==> src/rtl/dest_ip_tbl_axi_ctrl.sv <==
// AXI4-Lite slave that turns host register accesses into single req/ack table
// reads and writes, plus a counter-clear pulse and a saturating ack-timeout counter.
module dest_ip_tbl_axi_ctrl #(
    parameter int C_S_AXI_DATA_WIDTH = 32,
    parameter int C_S_AXI_ADDR_WIDTH = 32,
    parameter int C_TBL_ADDR_WIDTH   = 5,
    parameter int C_ACK_TIMEOUT      = 16
) (
    input  logic                            AXI_ACLK,
    input  logic                            AXI_RESETN,
    input  logic [C_S_AXI_ADDR_WIDTH-1:0]   S_AXI_AWADDR,
    input  logic                            S_AXI_AWVALID,
    output logic                            S_AXI_AWREADY,
    input  logic [C_S_AXI_DATA_WIDTH-1:0]   S_AXI_WDATA,
    input  logic [C_S_AXI_DATA_WIDTH/8-1:0] S_AXI_WSTRB,
    input  logic                            S_AXI_WVALID,
    output logic                            S_AXI_WREADY,
    output logic [1:0]                      S_AXI_BRESP,
    output logic                            S_AXI_BVALID,
    input  logic                            S_AXI_BREADY,
    input  logic [C_S_AXI_ADDR_WIDTH-1:0]   S_AXI_ARADDR,
    input  logic                            S_AXI_ARVALID,
    output logic                            S_AXI_ARREADY,
    output logic [C_S_AXI_DATA_WIDTH-1:0]   S_AXI_RDATA,
    output logic [1:0]                      S_AXI_RRESP,
    output logic                            S_AXI_RVALID,
    input  logic                            S_AXI_RREADY,
    output logic                            tbl_wr_req,
    output logic [C_TBL_ADDR_WIDTH-1:0]     tbl_wr_addr,
    output logic [C_S_AXI_DATA_WIDTH-1:0]   tbl_wr_data,
    input  logic                            tbl_wr_ack,
    output logic                            tbl_rd_req,
    output logic [C_TBL_ADDR_WIDTH-1:0]     tbl_rd_addr,
    input  logic [C_S_AXI_DATA_WIDTH-1:0]   tbl_rd_data,
    input  logic                            tbl_rd_ack,
    output logic [31:0]                     reset,
    output logic [31:0]                     timeout_count
);
    localparam int DW = C_S_AXI_DATA_WIDTH;
    localparam int TW = C_TBL_ADDR_WIDTH;
    localparam int CW = $clog2(C_ACK_TIMEOUT + 1);
    localparam logic [1:0] RESP_OKAY   = 2'b00;
    localparam logic [1:0] RESP_SLVERR = 2'b10;
    localparam logic [DW-1:0] RD_ERR_DATA = DW'(32'hDEADBEEF);

    typedef enum logic [2:0] {
        IDLE, WR_REQ, WR_WAIT, WR_RESP, RD_REQ, RD_WAIT, RD_RESP
    } state_t;

    state_t          state_q, state_d;
    logic [CW-1:0]   cnt_q, cnt_d;
    logic [TW-1:0]   wr_addr_q, wr_addr_d, rd_addr_q, rd_addr_d;
    logic [DW-1:0]   wr_data_q, wr_data_d, rdata_q, rdata_d;
    logic [1:0]      bresp_q, bresp_d, rresp_q, rresp_d;
    logic            clr_q, clr_d;
    logic [31:0]     tmo_q, tmo_d;
    logic            aw_rdy, ar_rdy;

    logic [7:0] aw_off, ar_off;
    logic       aw_tbl, aw_clr, aw_tmo, ar_tbl, ar_clr, ar_tmo;
    assign aw_off = S_AXI_AWADDR[7:0];
    assign ar_off = S_AXI_ARADDR[7:0];
    assign aw_tbl = ~aw_off[7];
    assign aw_clr = (aw_off == 8'h80);
    assign aw_tmo = (aw_off == 8'h84);
    assign ar_tbl = ~ar_off[7];
    assign ar_clr = (ar_off == 8'h80);
    assign ar_tmo = (ar_off == 8'h84);

    logic unused_bits;
    assign unused_bits = ^{S_AXI_AWADDR[C_S_AXI_ADDR_WIDTH-1:8],
                           S_AXI_ARADDR[C_S_AXI_ADDR_WIDTH-1:8], S_AXI_WSTRB};

    always_comb begin
        state_d   = state_q;
        cnt_d     = cnt_q;
        wr_addr_d = wr_addr_q;
        wr_data_d = wr_data_q;
        rd_addr_d = rd_addr_q;
        rdata_d   = rdata_q;
        bresp_d   = bresp_q;
        rresp_d   = rresp_q;
        tmo_d     = tmo_q;
        clr_d     = 1'b0;
        aw_rdy    = 1'b0;
        ar_rdy    = 1'b0;
        case (state_q)
            IDLE: begin
                // A complete write (AW and W together) takes priority over a read.
                if (S_AXI_AWVALID && S_AXI_WVALID) begin
                    aw_rdy = 1'b1;
                    if (aw_tbl) begin
                        wr_addr_d = S_AXI_AWADDR[TW+1:2];
                        wr_data_d = S_AXI_WDATA;
                        state_d   = WR_REQ;
                    end else begin
                        bresp_d = (aw_clr || aw_tmo) ? RESP_OKAY : RESP_SLVERR;
                        clr_d   = aw_clr & S_AXI_WDATA[0];
                        state_d = WR_RESP;
                    end
                end else if (S_AXI_ARVALID) begin
                    ar_rdy = 1'b1;
                    if (ar_tbl) begin
                        rd_addr_d = S_AXI_ARADDR[TW+1:2];
                        state_d   = RD_REQ;
                    end else begin
                        rresp_d = (ar_clr || ar_tmo) ? RESP_OKAY : RESP_SLVERR;
                        rdata_d = ar_tmo ? DW'(tmo_q) : '0;
                        state_d = RD_RESP;
                    end
                end
            end
            WR_REQ: begin
                cnt_d   = CW'(1);
                state_d = WR_WAIT;
            end
            // Timeout fires as the counter steps onto C_ACK_TIMEOUT, so the
            // response lands C_ACK_TIMEOUT cycles after the request.
            WR_WAIT: begin
                if (tbl_wr_ack) begin
                    bresp_d = RESP_OKAY;
                    state_d = WR_RESP;
                end else if (cnt_q == CW'(C_ACK_TIMEOUT - 1)) begin
                    bresp_d = RESP_SLVERR;
                    tmo_d   = (&tmo_q) ? tmo_q : tmo_q + 32'd1;
                    state_d = WR_RESP;
                end else begin
                    cnt_d = cnt_q + CW'(1);
                end
            end
            WR_RESP: if (S_AXI_BREADY) state_d = IDLE;
            RD_REQ: begin
                cnt_d   = CW'(1);
                state_d = RD_WAIT;
            end
            RD_WAIT: begin
                if (tbl_rd_ack) begin
                    rresp_d = RESP_OKAY;
                    rdata_d = tbl_rd_data;
                    state_d = RD_RESP;
                end else if (cnt_q == CW'(C_ACK_TIMEOUT - 1)) begin
                    rresp_d = RESP_SLVERR;
                    rdata_d = RD_ERR_DATA;
                    tmo_d   = (&tmo_q) ? tmo_q : tmo_q + 32'd1;
                    state_d = RD_RESP;
                end else begin
                    cnt_d = cnt_q + CW'(1);
                end
            end
            RD_RESP: if (S_AXI_RREADY) state_d = IDLE;
            default: state_d = IDLE;
        endcase
    end

    always_ff @(posedge AXI_ACLK or negedge AXI_RESETN) begin
        if (!AXI_RESETN) begin
            state_q   <= IDLE;
            cnt_q     <= '0;
            wr_addr_q <= '0;
            wr_data_q <= '0;
            rd_addr_q <= '0;
            rdata_q   <= '0;
            bresp_q   <= '0;
            rresp_q   <= '0;
            clr_q     <= 1'b0;
            tmo_q     <= '0;
        end else begin
            state_q   <= state_d;
            cnt_q     <= cnt_d;
            wr_addr_q <= wr_addr_d;
            wr_data_q <= wr_data_d;
            rd_addr_q <= rd_addr_d;
            rdata_q   <= rdata_d;
            bresp_q   <= bresp_d;
            rresp_q   <= rresp_d;
            clr_q     <= clr_d;
            tmo_q     <= tmo_d;
        end
    end

    assign S_AXI_AWREADY = aw_rdy;
    assign S_AXI_WREADY  = aw_rdy;
    assign S_AXI_ARREADY = ar_rdy;
    assign S_AXI_BVALID  = (state_q == WR_RESP);
    assign S_AXI_BRESP   = bresp_q;
    assign S_AXI_RVALID  = (state_q == RD_RESP);
    assign S_AXI_RRESP   = rresp_q;
    assign S_AXI_RDATA   = rdata_q;
    assign tbl_wr_req    = (state_q == WR_REQ);
    assign tbl_wr_addr   = wr_addr_q;
    assign tbl_wr_data   = wr_data_q;
    assign tbl_rd_req    = (state_q == RD_REQ);
    assign tbl_rd_addr   = rd_addr_q;
    assign reset         = {31'b0, clr_q};
    assign timeout_count = tmo_q;

endmodule

==> config.mk <==
export PLATFORM = sky130hd
export DESIGN_NAME = dest_ip_tbl_axi_ctrl
export DESIGN_NICKNAME = d
export VERILOG_FILES = /design/src/rtl/dest_ip_tbl_axi_ctrl.sv
export SDC_FILE = /design/constraint.sdc
export NUM_CORES = 1
export LEC_CHECK = 0
export ABC_AREA = 1
export CAP_MARGIN = 20
export CORE_MARGIN = 2
export CORE_UTILIZATION = 44
export CTS_BUF_LIST = sky130_fd_sc_hd__clkbuf_2 sky130_fd_sc_hd__clkbuf_4 sky130_fd_sc_hd__clkbuf_8
export CTS_CLUSTER_DIAMETER = 200
export DETAILED_ROUTE_END_ITERATION = 6
export GPL_TIMING_DRIVEN = 0
export PLACE_DENSITY = 0.83
export SLEW_MARGIN = 25
export SYNTH_ARGS = -nofsm -noshare
export SYNTH_HDL_FRONTEND = slang
export SYNTH_SLANG_ARGS = --single-unit
==> constraint.sdc <==
create_clock -name AXI_ACLK -period 2.3 [get_ports AXI_ACLK]
set_input_delay 0.46 -clock AXI_ACLK [delete_from_list [all_inputs] [get_ports AXI_ACLK]]
set_output_delay 0.46 -clock AXI_ACLK [all_outputs]
set_load 0.01 [all_outputs]
== Yosys cells after proc, flatten, opt, wreduce, memory -nomap -nowiden ==
Index checks and enable logic that the tools add are counted.

* Word-level logic and storage cells: 103
* Input bits: 141
* Register bits: 119
* Output and inout bits: 149

* Bitwise gates (word level): 4
* Add/sub/neg operators: 2
* Reductions and logical operators: 17
* Muxes and demuxes: 47
* Equality and inequality tests: 23

{| class="wikitable"
|+ Operators with widths
! operator !! count
|-
| 2-to-1 mux 32 bit || 10
|-
| case mux 32 bit (2 select lines) || 2
|-
| adder 32 x 1 -> 32 bit (second input constant) || 1
|-
| equality test 8 bit (second input constant) || 4
|-
| AND reduction 32 bit || 1
|-
| 2-to-1 mux 2 bit || 12
|-
| 2-to-1 mux 3 bit || 8
|-
| case mux 3 bit (7 select lines) || 1
|-
| 2-to-1 mux 5 bit || 3
|-
| case mux 5 bit (3 select lines) || 1
|-
| != test 2 bit (second input constant) || 7
|-
| AND reduction 5 bit || 2
|-
| equality test 3 bit (second input constant) || 3
|-
| != test 3 bit (second input constant) || 3
|-
| AND reduction 3 bit || 3
|-
| 2-to-1 mux 1 bit || 8
|-
| case mux 2 bit (2 select lines) || 2
|-
| AND reduction 4 bit || 2
|-
| equality test 3 x 2 -> 1 bit (second input constant) || 2
|-
| nonzero test 2 bit || 3
|-
| adder 5 x 1 -> 5 bit (second input constant) || 1
|-
| equality test 5 x 4 -> 1 bit (second input constant) || 1
|-
| != test 2 x 1 -> 1 bit (second input constant) || 2
|-
| equality test 3 x 1 -> 1 bit (second input constant) || 1
|-
| other kinds (7) || 10
|}

== Depth between registers and ports, before layout ==
* Word-level depth: 7
* Gate-level depth with buffers: 11
* Mapped depth without buffers: 10

== Least setup slack after synthesis ==
Ideal clock, no wire load.

* Path kind: flip-flop to flip-flop
* Start point: register tmo_q[1], in the netlist timeout_count[1]
* End point: register tmo_q[13], in the netlist timeout_count[13]
* Library setup time: 117 ps
* Arrival: 1606 ps
* Required time: 2183 ps
* Path buffers: 1
* Clock period less this slack: 1723 ps
* Slack: 577 ps
* Cell stages (with the launch flop): 10
* Cells stage by stage: dfrtp_1 > ha_1 > inv_1 > nor2_2 > nand3_2 > nor2_4 > nand2_2 > buf_2 > nand3_1 > nand2_1

* Longest elaborated chain between the ends: 5
* Elaborated cells between the ends (all ways): 7
* Those cells by class: add/sub (1); mux (5); reduce/logical (1)

{| class="wikitable"
|+ Ends and longest elaborated chain
! what !! line !! RTL
|-
| start, declared || 56 || <nowiki>logic [31:0] tmo_q, tmo_d;</nowiki>
|-
| start signal, assigned || 177 || <nowiki>tmo_q <= tmo_d;</nowiki>
|-
| adder 32 x 1 -> 32 bit / AND reduction 32 bit (equally long branches) || 125, 144 ||
|-
| 2-to-1 mux 32 bit * || 125, 144 ||
|-
| 2-to-1 mux 32 bit * || 123, 141 ||
|-
| 2-to-1 mux 32 bit, on equally long branches || 137, 120 ||
|-
| case mux 32 bit (2 select lines) * || 87 || <nowiki>case (state_q)</nowiki>
|}

Mark *: on every way between the ends. The rest lies on a longest branch, timed or not. The select of a mux whose other input is x is not followed.
A chain may end at the register's enable or synchronous reset.

== Worst setup path after layout ==
* Start point: input S_AXI_WVALID
* End point: output S_AXI_WREADY

* Longest elaborated chain between the ends: 3

{| class="wikitable"
|+ Ends and longest elaborated chain
! what !! line !! RTL
|-
| start, declared || 16 || <nowiki>input logic S_AXI_WVALID,</nowiki>
|-
| logical AND 1 bit || 90 || <nowiki>if (S_AXI_AWVALID && S_AXI_WVALID) begin</nowiki>
|-
| 2-to-1 mux 1 bit || 90 ||
|-
| 2-to-1 mux 1 bit || 87 ||
|-
| end, declared || 17 || <nowiki>output logic S_AXI_WREADY,</nowiki>
|}

No other way between the ends.

==> metrics.txt <==
largest net degree at the start of global routing=65; Slew Viols, Final=0; Clock Sinks=117; Die W=128 µm; fill count=1326; critical path arrival=1810 ps; die height=128 µm; vias in the first global route=6541; Crit Path Class=input port to output pin; Area after DPL=0.00916 mm²; Pwr Density=881 mW/mm²; Pre-Repair DR Iteration Count=5; routability cong.=0.902; register area share after synthesis=43.5%; dpl cells=1372; Leakage=4.75 nW; share of layout cells above drive strength 1=9.28%; P&R area growth vs syn=42.6%; Worst EP required=1840 ps; Setup crit end kind=output pin; unrepaired setup endpoints after global routing=false; CTS tree=yes; worst slew pin tran=911 ps; R2R depth=11; startpoint types=input port; synth unique cells=30; CTS Buffer Depth=2; status=complete, but fails checks; Rows=45; failing checks=negative hold slack; synthesized flop and latch total=117; H-tree depth=4; Placeable Area=0.0151 mm²; max frequency=441 MHz; synth warn=0; DR WL/cell=15.3 µm; clock-pin slew on the worst setup and hold paths=80 ps; count of buffers from port buffering=204; Reg2Reg Launch Point=cnt_q[0]$_DFFE_PN0P_; Final Cycle Share=98.6%; hold_ws=-1.90 ps; Post-DP HPWL=16500 µm; final layout net count=1349; slowest CP cell=clkdlybuf4s50_1; TritonCTS Buffers=17; Final Hold Viols=4; crit path time final=2270 ps; number of remaining DRC errors=0; setup violators final=0; CTS Root Cell=clkbuf_8; Worst-Skew Late Latency=450 ps; initial antenna violation count=0; # diodes=0; DIE AREA=0.0163 mm²; DR vias=6990; Max-cap violations=0; IO Count=290; CP max FO=10; Hold WC Path Type=input port to async pin; Non-Filler Instances=1406; first-pass GRT wire length=33700 µm; crit-path cells=clkdlybuf4s50_1, nand2_1, clkbuf_4, nor2_4, buf_4, dlygate4sd2_1; R2R Path End=timeout_count[22]$_DFFE_PN0P_; grt ovf=0; gr usage total=26.5%; setup_tns=0 ps; Worst path max stage delay=470 ps; Final Cell Area=0.00959 mm²; Critical Path Source=S_AXI_WVALID; Post-Syn Area=0.00673 mm²; Avg Synthesized Cell Area=7.11 µm²; Starting Density=44.6%; Avg Vias per Cell=4.97; Post-Route WL=21500 µm; initial DRC count=609; Final ANT Viol Nets=0; cell count after synthesis=947; Setup Skew=8.31 ps; reg-to-reg setup timing slack=290 ps; max_slew headroom=38.8%; Max IR drop VDD=0.000381 V
[power by group]
part           switching, mW  internal [mW]  leakage, nW
clock network          0.936          0.963        0.180
registers              0.362           2.69         1.55
logic                   1.79           1.71         3.02
total                   3.09           5.36         4.75
[logic make-up (layout without fill, tap and decap cells)]
logic type / after synthesis / after routing / synth area share (%)
simple gates: 598 / 598 / 37.1
buf+inv: 132 / 371 / 10.6
flops: 117 / 117 / 43.5
compound gates: 83 / 83 / 6.51
xor+xnor: 13 / 13 / 1.69
fa+ha+maj: 3 / 3 / 0.558
other cells: 1 / 33 / 0.0557
[per-layer routing]
| metal | part of all wire (%) | track usage (%) | vias up | routed length, µm |
|---|---|---|---|---|
| met1 | 39 | 32.5 | 3179 | 8380 |
| met3 | 8.8 | 6.64 | 43 | 1900 |
| met2 | 49 | 45.8 | 312 | 10600 |
| met4 | 2.8 | 9.18 | 0 | 609 |
| li1 | - | - | 3456 | - |
| met5 | 0 | 0 | - | 0 |
[layout make-up]
type	count	area, µm²	area share (%)
Tap cell	188	235	2.45
Clock buffer	17	234	2.44
Multi-Input combinational cell	730	3230	33.7
Buffer	72	490	5.11
Sequential cell	117	2930	30.5
Clock inverter	15	159	1.66
Inverter	60	225	2.35
Timing Repair Buffer	207	2090	21.8
[layout by cell type, fill, tap and decap left out, types with 9 or more instances in the layout]
cell type        netlist  routed
buf_6                  8       9
buf_4                 41      43
clkdlybuf4s50_1        0     197
nor2_1                71      69
clkbuf_1              21      20
dfrtp_1              117     115
nand4_1               39      39
o21ai_0               74      74
clkbuf_8               0      17
nand2_1              431     431
conb_1                 1      33
nand3_1               32      32
inv_1                 57      55
[sequential cells by signal (all words and copies together), names as in the netlist]
name and flops:
S_AXI_BRESP 1, timeout_count 32, tbl_wr_data 32, clr_q 1, S_AXI_RDATA 32, S_AXI_RRESP 1
cnt_q 5, tbl_rd_addr 5, state_q 3, tbl_wr_addr 5
[through the flow]
stage / setup slack [ps] / total power [mW] / utilization, %
4_1_cts: 2.96 / 8.47 / 63.5
6_report: 32.8 / 8.45 / 63.6
5_1_grt: 5.88 / 8.97 / 63.6
2_1_floorplan: 577 / 4.64 / -
3_3_place_gp: -3780 / 6.43 / 60.5
3_5_place_dp: -410 / 6.54 / 60.7
[cell usage after synthesis]
library cell  instances  area share (%)
nor4_2                1            0.19
a21oi_4               2            0.48
nor3b_1               1            0.11
nor2_2                3            0.28
nand2_4               1            0.17
nand3_2               2            0.30
buf_4                41             4.6
buf_6                 8             1.3
nand2_1             431              24
nor2_1               71             4.0
xor2_1                6            0.78
nor2_4                2            0.33
nor3_1                5            0.37
inv_2                 3            0.17
a21oi_1               7            0.52
nor4_1                1           0.093
nand3_4               1            0.26
ha_1                  3            0.56
clkbuf_1             21             1.2
inv_1                57             3.2
nand3b_1              5            0.56
buf_2                 2            0.15
dfrtp_1             117              44
nand3_1              32             2.4
conb_1                1           0.056
nand4_1              39             3.6
nor3_4                1            0.24
xnor2_1               7            0.91
o21ai_0              74             5.5
nand2_2               2            0.19
[worst max-delay path by stage]
stage                                         end  slack [ps]  cells past startpoint
global placement     timeout_count[5]$_DFFE_PN0P_       -3780                      1
detailed placement                   S_AXI_WREADY        -410                      6
CTS                                  S_AXI_WREADY           3                      6
finish                               S_AXI_WREADY          30                      6
global route                         S_AXI_WREADY           6                      6
floorplan           timeout_count[13]$_DFFE_PN0P_         580                      9
[repair_timing]
item / 4_1_cts / 5_1_grt
buffers inserted: 2 / 0
pin swaps: 0 / 0
setup endpoints to repair: 7 / 4
resized for setup: 12 / 5
hold buffers: 0 / 0
[critical path, delay by kind of cell]
family | cells | cell delay (ps)
buffers and inverters | 4 | 1100
and+or+nand+nor | 2 | 250
(Power assumes the default switching activity.)
